$ cat config.mk
export PLATFORM = sky130hd
export DESIGN_NAME = rsa_modexp
export DESIGN_NICKNAME = d
export VERILOG_FILES = /design/src/rtl/rsa_modexp.sv
export SDC_FILE = /design/constraint.sdc
export NUM_CORES = 1
export LEC_CHECK = 0
export CAP_MARGIN = 40
export CORE_ASPECT_RATIO = 0.5
export CORE_MARGIN = 2
export CORE_UTILIZATION = 37
export CTS_CLUSTER_DIAMETER = 120
export CTS_CLUSTER_SIZE = 14
export DETAILED_ROUTE_END_ITERATION = 16
export GPL_ROUTABILITY_DRIVEN = 0
export GPL_TIMING_DRIVEN = 0
export HOLD_SLACK_MARGIN = 0.08
export MAX_ROUTING_LAYER = met4
export PLACE_DENSITY = 0.49
export SLEW_MARGIN = 25
export SYNTH_ARGS = -nofsm -noshare
export SYNTH_HDL_FRONTEND = slang
export SYNTH_SLANG_ARGS = --single-unit
$ cat constraint.sdc
create_clock -name clk -period 67.9 [get_ports clk]
set_clock_uncertainty 0.1 [all_clocks]
set_input_delay 6.79 -clock clk [delete_from_list [all_inputs] [get_ports clk]]
set_output_delay 6.79 -clock clk [all_outputs]
set_load 0.03 [all_outputs]
$ cat src/rtl/rsa_modexp.sv
// rtl/rsa_modexp.sv - sequential right-to-left square-and-multiply modular exponentiation
// Optional macro RSA_MODEXP_EARLY_EXIT_EN: leave CALC as soon as the remaining exponent is zero.
module rsa_modexp #(
    parameter int WIDTH = 4
) (
    input  logic               clk,
    input  logic               rst,
    input  logic               in_valid,
    output logic               in_ready,
    input  logic [2*WIDTH-1:0] in_n,
    input  logic [2*WIDTH-1:0] in_key,
    input  logic [2*WIDTH-1:0] in_msg,
    output logic               out_valid,
    output logic [2*WIDTH-1:0] out_data
);
    localparam int W2 = 2 * WIDTH;
    localparam int CW = $clog2(W2 + 1);

    typedef enum logic [1:0] {IDLE, CALC, DONE} state_t;

    state_t          state_q, state_d;
    logic [W2-1:0]   n_q, n_d;
    logic [W2-1:0]   exp_q, exp_d;
    logic [W2-1:0]   base_q, base_d;
    logic [W2-1:0]   acc_q, acc_d;
    logic [CW-1:0]   cnt_q, cnt_d;
    logic [W2-1:0]   exp_shift;

    // A zero modulus yields zero rather than dividing by zero.
    function automatic logic [W2-1:0] mul_mod(input logic [W2-1:0] a,
                                              input logic [W2-1:0] b,
                                              input logic [W2-1:0] m);
        logic [2*W2-1:0] p;
        p = {{W2{1'b0}}, a} * {{W2{1'b0}}, b};
        if (m == '0)
            return '0;
        return W2'(p % {{W2{1'b0}}, m});
    endfunction

    always_comb begin
        state_d   = state_q;
        n_d       = n_q;
        exp_d     = exp_q;
        base_d    = base_q;
        acc_d     = acc_q;
        cnt_d     = cnt_q;
        exp_shift = exp_q >> 1;
        in_ready  = 1'b0;
        out_valid = 1'b0;
        out_data  = '0;
        case (state_q)
            IDLE: begin
                in_ready = 1'b1;
                if (in_valid) begin
                    state_d = CALC;
                    n_d     = in_n;
                    exp_d   = in_key;
                    base_d  = (in_n == '0) ? '0 : in_msg % in_n;
                    acc_d   = W2'(in_n > W2'(1));
                    cnt_d   = '0;
                end
            end
            CALC: begin
                if (exp_q[0])
                    acc_d = mul_mod(acc_q, base_q, n_q);
                base_d = mul_mod(base_q, base_q, n_q);
                exp_d  = exp_shift;
                cnt_d  = cnt_q + CW'(1);
`ifdef RSA_MODEXP_EARLY_EXIT_EN
                if (cnt_q == CW'(W2 - 1) || exp_shift == '0)
                    state_d = DONE;
`else
                if (cnt_q == CW'(W2 - 1))
                    state_d = DONE;
`endif
            end
            DONE: begin
                out_valid = 1'b1;
                out_data  = acc_q;
                state_d   = IDLE;
            end
            default: state_d = IDLE;
        endcase
    end

    always_ff @(posedge clk or posedge rst) begin
        if (rst) begin
            state_q <= IDLE;
            n_q     <= '0;
            exp_q   <= '0;
            base_q  <= '0;
            acc_q   <= '0;
            cnt_q   <= '0;
        end else begin
            state_q <= state_d;
            n_q     <= n_d;
            exp_q   <= exp_d;
            base_q  <= base_d;
            acc_q   <= acc_d;
            cnt_q   <= cnt_d;
        end
    end
endmodule

# Word level (Yosys, flattened, before mapping)
# Index checks and enable logic that the tools add are counted.
[totals]
output_inout_bits = 10
input_bits = 27
elab_cells = 50
regBits = 38
[classes]
muxes = 23
magnitude_cmp = 1
n_addsub = 1
eq_ne = 6
div_mod_pow = 3
n_mul = 2
n_reduce_logical = 8
[ops]
columns = ["operator", "n"]
rows = [
  ["$mux W8", 9],
  ["$pmux W8 S2", 3],
  ["$mod A16 B8 Y16", 2],
  ["$mul A8 B8 Y16", 2],
  ["$logic_not A8 Y1", 2],
  ["$gt A8 B1 Y1 const B", 1],
  ["$mod A8 B8 Y8", 1],
  ["$pmux W4 S2", 1],
  ["$mux W1", 6],
  ["$ne A2 B2 Y1 const B", 3],
  ["$reduce_and A2 Y1", 3],
  ["$add A4 B1 Y4 const B", 1],
  ["$eq A4 B3 Y1 const B", 1],
  ["$mux W2", 2],
  ["$mux W4", 1],
  ["$pmux W2 S2", 1],
  ["$reduce_and A3 Y1", 1],
  ["$eq A2 B1 Y1 const B", 1],
  ["$eq A2 B2 Y1 const B", 1],
  ["$logic_not A2 Y1", 1],
  ["$reduce_bool A2 Y1", 1],
]

# Logic depth before layout (Yosys ltp)
[logic_depth]
depth_word = 7
depth_mapped = 174
ltp_nobuf = 165

# Least setup slack after synthesis
# OpenSTA, ideal clock, no wires.
[synth_timing]
kind = "register to register"
start = "register base_q[1]"
end = "register base_q[0]"
period_less_slack_ps = 34433
stages_incl_launch_ff = 158
t_required_ps = 67665
setup_ps = 135
t_arrival_ps = 34199
n_path_buf = 8
path_slack_ps = 33467
cell_sequence = "dfrtp_1 -> clkbuf_1 -> clkbuf_1 -> and2_1 -> fa_1 -> fa_1 -> inv_1 -> fa_1 -> fa_1 -> inv_1 -> ha_1 -> a21o_1 -> or2_2 -> o21a_1 -> nor2_1 -> nor2_1 -> a211oi_1 -> ha_1 -> (+122 left out) -> o21ai_0 -> nor2b_1 -> o21ai_0 -> nor4b_4 -> nor2_1 -> fa_1 -> a21o_1 -> a21oi_1 -> o21bai_1 -> a21oi_1 -> o21ai_0 -> a21o_1 -> a21oi_1 -> nand2_1 -> nor2_1 -> o211ai_4 -> a31oi_1 -> o22ai_1"
[synth_via]
elab_chain_len = 4
[synth_lines]
columns = ["item", "line_no", "source"]
rows = [
  ["from (decl)", "24", "logic [W2-1:0] base_q, base_d;"],
  ["from (signal assigned)", "98", "base_q <= base_d;"],
  ["$mul A8 B8 Y16", "34", "p = {{W2{1'b0}}, a} * {{W2{1'b0}}, b};"],
  ["$mod A16 B8 Y16", "37", "return W2'(p % {{W2{1'b0}}, m});"],
  ["$mux W8", "37", ""],
  ["$pmux W8 S2", "51", "case (state_q)"],
]
# No other way between the ends.
# A chain may end at the register's enable or synchronous reset.

# Worst setup path in the final report
[layout_timing]
start = "register base_q[1]"
end = "register base_q[5]"
# The elaborated chain is that of the path after synthesis.

==> flow_metrics.py <==
metrics = {
    "sta": {
        "timing_max_transition_violations_final": 0,
        "max_slew.worst_pin.slew_ps": 942.0,
        "final.period_utilization_pct": 61.68,
        "finalSetupTns_ps": 0,
        "unrepaired_setup_endpoints_after_global_routing": "no",
        "finalHoldViolations": 0,
        "maximum_operating_frequency_ghz": 0.02388,
        "finalSetupViolations": 0,
        "fin_hold_ws_ps": 381.3,
        "post-route-worst-setup-slack_ps": 26020,
        "timing.max_slew.rel_slack_pct": 37.20,
        "finalCriticalPeriod_ps": 41880,
    },
    "layout": {
        "fin_nets": 2936,
        "layout.filler_cells": 5267,
        "area_growth_syn_to_layout_pct": 8.629,
        "seqCellArea_um2": 950.9,
        "layout.core_utilization_pct": 40.82,
        "multi_input_area_um2": 17200,
        "final_common_cell": "sky130_fd_sc_hd__ha_1",
        "fraction_of_layout_cells_with_a_size_suffix_above_1_pct": 7.053,
        "most-common-layout-cells": "sky130_fd_sc_hd__ha_1, sky130_fd_sc_hd__nand2_1, sky130_fd_sc_hd__nor2_1",
    },
    "placement": {
        "post-place-ws_ps": 26280,
        "dp_hpwl_um": 46380,
        "numPortBuffers": 36,
    },
    "job": {
        "timing.max_cap.violations": 0,
    },
    "worst_setup_path": {
        "cpLargestDelayFamily": "compound AO/OA/AOI/OAI gates",
        "timing.critical_path.from_type": "flop",
        "crit_slowest_cell": "sky130_fd_sc_hd__nor4b_4",
        "critical_path.endpoint_type": "flop",
        "critPathMaxStageDelay_ps": 710,
        "worst-setup-path-type": "flop to flop",
        "ff2ff_setup_slack_ps": 26020,
        "worst-endpoint-required_ps": 67940,
        "worstPathBufferInverterCount": 14,
        "worst-endpoint-arrival_ps": 41920,
        "crit_path_max_fanout": 10,
    },
    "yosys": {
        "post_synth_instance_area_um2": 18950,
        "netlist_instances": 2480,
        "ys_types": 118,
        "synth_top_flop_cell": "sky130_fd_sc_hd__dfrtp_1",
        "synth_enable_flop_cells": 0,
        "synth.net_count": 2879,
        "flip_flop_and_latch_count_after_synthesis": 38,
        "synth_warnings": 0,
        "seq_total_area_yosys_pct": 5.018,
        "async_flop_share_pct": 100.0,
        "postSynthAreaPerCell_um2": 7.641,
    },
    "grt": {
        "globalRouteOverflowTotal": 0,
        "maximum_number_of_pins_on_one_net_before_global_route_repair": 30,
        "grt_pass1_vias": 17520,
        "number_of_antenna_violations_at_the_first_check_in_global_routing": 0,
        "global_route_wire_length_before_repair_um": 91600,
        "track_usage_pct": 21.69,
    },
    "min_path": {
        "worstHoldPathType": "flop to flop",
    },
    "drt": {
        "drcViolationCount": 0,
        "vias": 18140,
        "first_iter_violations": 1003,
        "routed_wl_um": 55580,
        "drt-pass1-iter-count": 5,
        "antenna_violating_nets_post_route": 0,
        "routed_via_density": 5.615,
        "wl_per_cell_um": 17.20,
    },
    "cts": {
        "post_cts.repair.setup_buffers": 0,
        "cts-root-buf": "sky130_fd_sc_hd__clkbuf_16",
        "clock_input_transition_at_the_sequential_cells_of_the_worst_setup_and_hold_paths_ps": 60,
        "clock_path_buffers": 2,
        "clk-insertion-delay-late_ps": 290,
        "cts.htree.levels": 2,
        "postCtsResizedCells": 0,
        "post_cts_hold_buffer_count": 0,
        "cts_tree": "done",
        "clock_sinks": 38,
        "cts_buffers": 5,
    },
    "die": {
        "fp.coreArea_um2": 50440,
        "ioPinCount": 37,
        "placementRows": 58,
        "start_util_pct": 37.57,
        "die_height_um": 164.0,
        "die_w_um": 324.1,
        "dieArea_um2": 53150,
    },
    "status": {
        "status": "finished, final reports clean",
    },
}
==> state kept, by name (all words and copies together), names as in the netlist <==
| name | count |
|---|---|
| exp_q | 8 |
| state_q | 2 |
| cnt_q | 4 |
| acc_q | 8 |
| n_q | 8 |
| base_q | 8 |
==> worst min-delay path, stage by stage, from the launching register on <==
cell and delay [ps]:
sky130_fd_sc_hd__dfrtp_1 340, sky130_fd_sc_hd__nand2_1 50, sky130_fd_sc_hd__nand2_1 60
==> metal layers <==
layer  wire length (µm)  part of all wire [%]  vias to the layer above  GRT usage, %
li1                   -                     -                     9295             -
met1              28940                    52                     8603         30.84
met2              24680                    44                      224         35.28
met3               1450                   2.6                       20        0.8878
met4                516                  0.93                        0         2.210
met5                  0                     0                        -             -
==> cells in the mapped netlist (all sizes together) (31+ instances only) <==
master | instances | area (µm²)
a211oi | 31 | 252.7
nor2b | 38 | 237.7
o31ai | 48 | 365.3
a21o | 89 | 669.4
nand3 | 38 | 195.2
o21ai | 147 | 743.2
nand2b | 43 | 276.5
xor2 | 55 | 481.7
dfrtp | 38 | 950.9
and2 | 96 | 600.6
inv | 152 | 570.5
a21oi | 153 | 777.0
xnor2 | 73 | 639.4
ha | 307 | 3841
mux2i | 36 | 360.4
clkbuf | 41 | 153.9
o21a | 108 | 810.8
fa | 65 | 1301
nand2 | 232 | 883.3
nor2 | 167 | 629.4
mux2 | 59 | 683.2
nor3 | 107 | 561.8
==> layout make-up <==
class                      instances  area share, %
multi-input combinational       2233          83.57
antenna                            3        0.03647
inverter                         152          2.772
tap                              690          4.194
clock inverter                     3         0.2188
buffer                            57          1.155
sequential                        38          4.619
timing repair buffer              50          2.826
clock buffer                       5         0.6078
==> through the flow <==
step	area [µm²]	cells
finish	20590	3231
CTS	20560	3225
global route	20580	3228
global placement	20170	3206
detailed placement	20390	3217
floorplan	18950	2480
==> kinds of logic (layout without fill, tap and decap cells) <==
family / Yosys count / after routing / share of synthesized area [%]
and+or+nand+nor: 853 / 853 / 23.15
AOI/OAI and AO/OA: 785 / 785 / 29.01
adders and majority gates: 372 / 372 / 27.14
buffers and inverters: 209 / 267 / 4.265
xor gates and xnor gates: 128 / 128 / 5.916
muxes: 95 / 95 / 5.506
DFF: 38 / 38 / 5.018
other: 0 / 3 / 0
==> path summary, 6_finish.rpt <==
check,from,endpoint,depth (start not counted)
min reg2reg,exp_q[2]$_DFFE_PP0P_,exp_q[2]$_DFFE_PP0P_,2
min in group asynchronous,rst,exp_q[3]$_DFFE_PP0P_,2
min,exp_q[2]$_DFFE_PP0P_,exp_q[2]$_DFFE_PP0P_,2
max in group asynchronous,rst,base_q[4]$_DFFE_PP0P_,3
max,base_q[1]$_DFFE_PP0P_,base_q[5]$_DFFE_PP0P_,160
max reg2reg,base_q[1]$_DFFE_PP0P_,base_q[5]$_DFFE_PP0P_,160
Power is left out: the tool's default activity adds up to more than one toggle a clock period on the data nets, which glitch-free logic cannot reach.
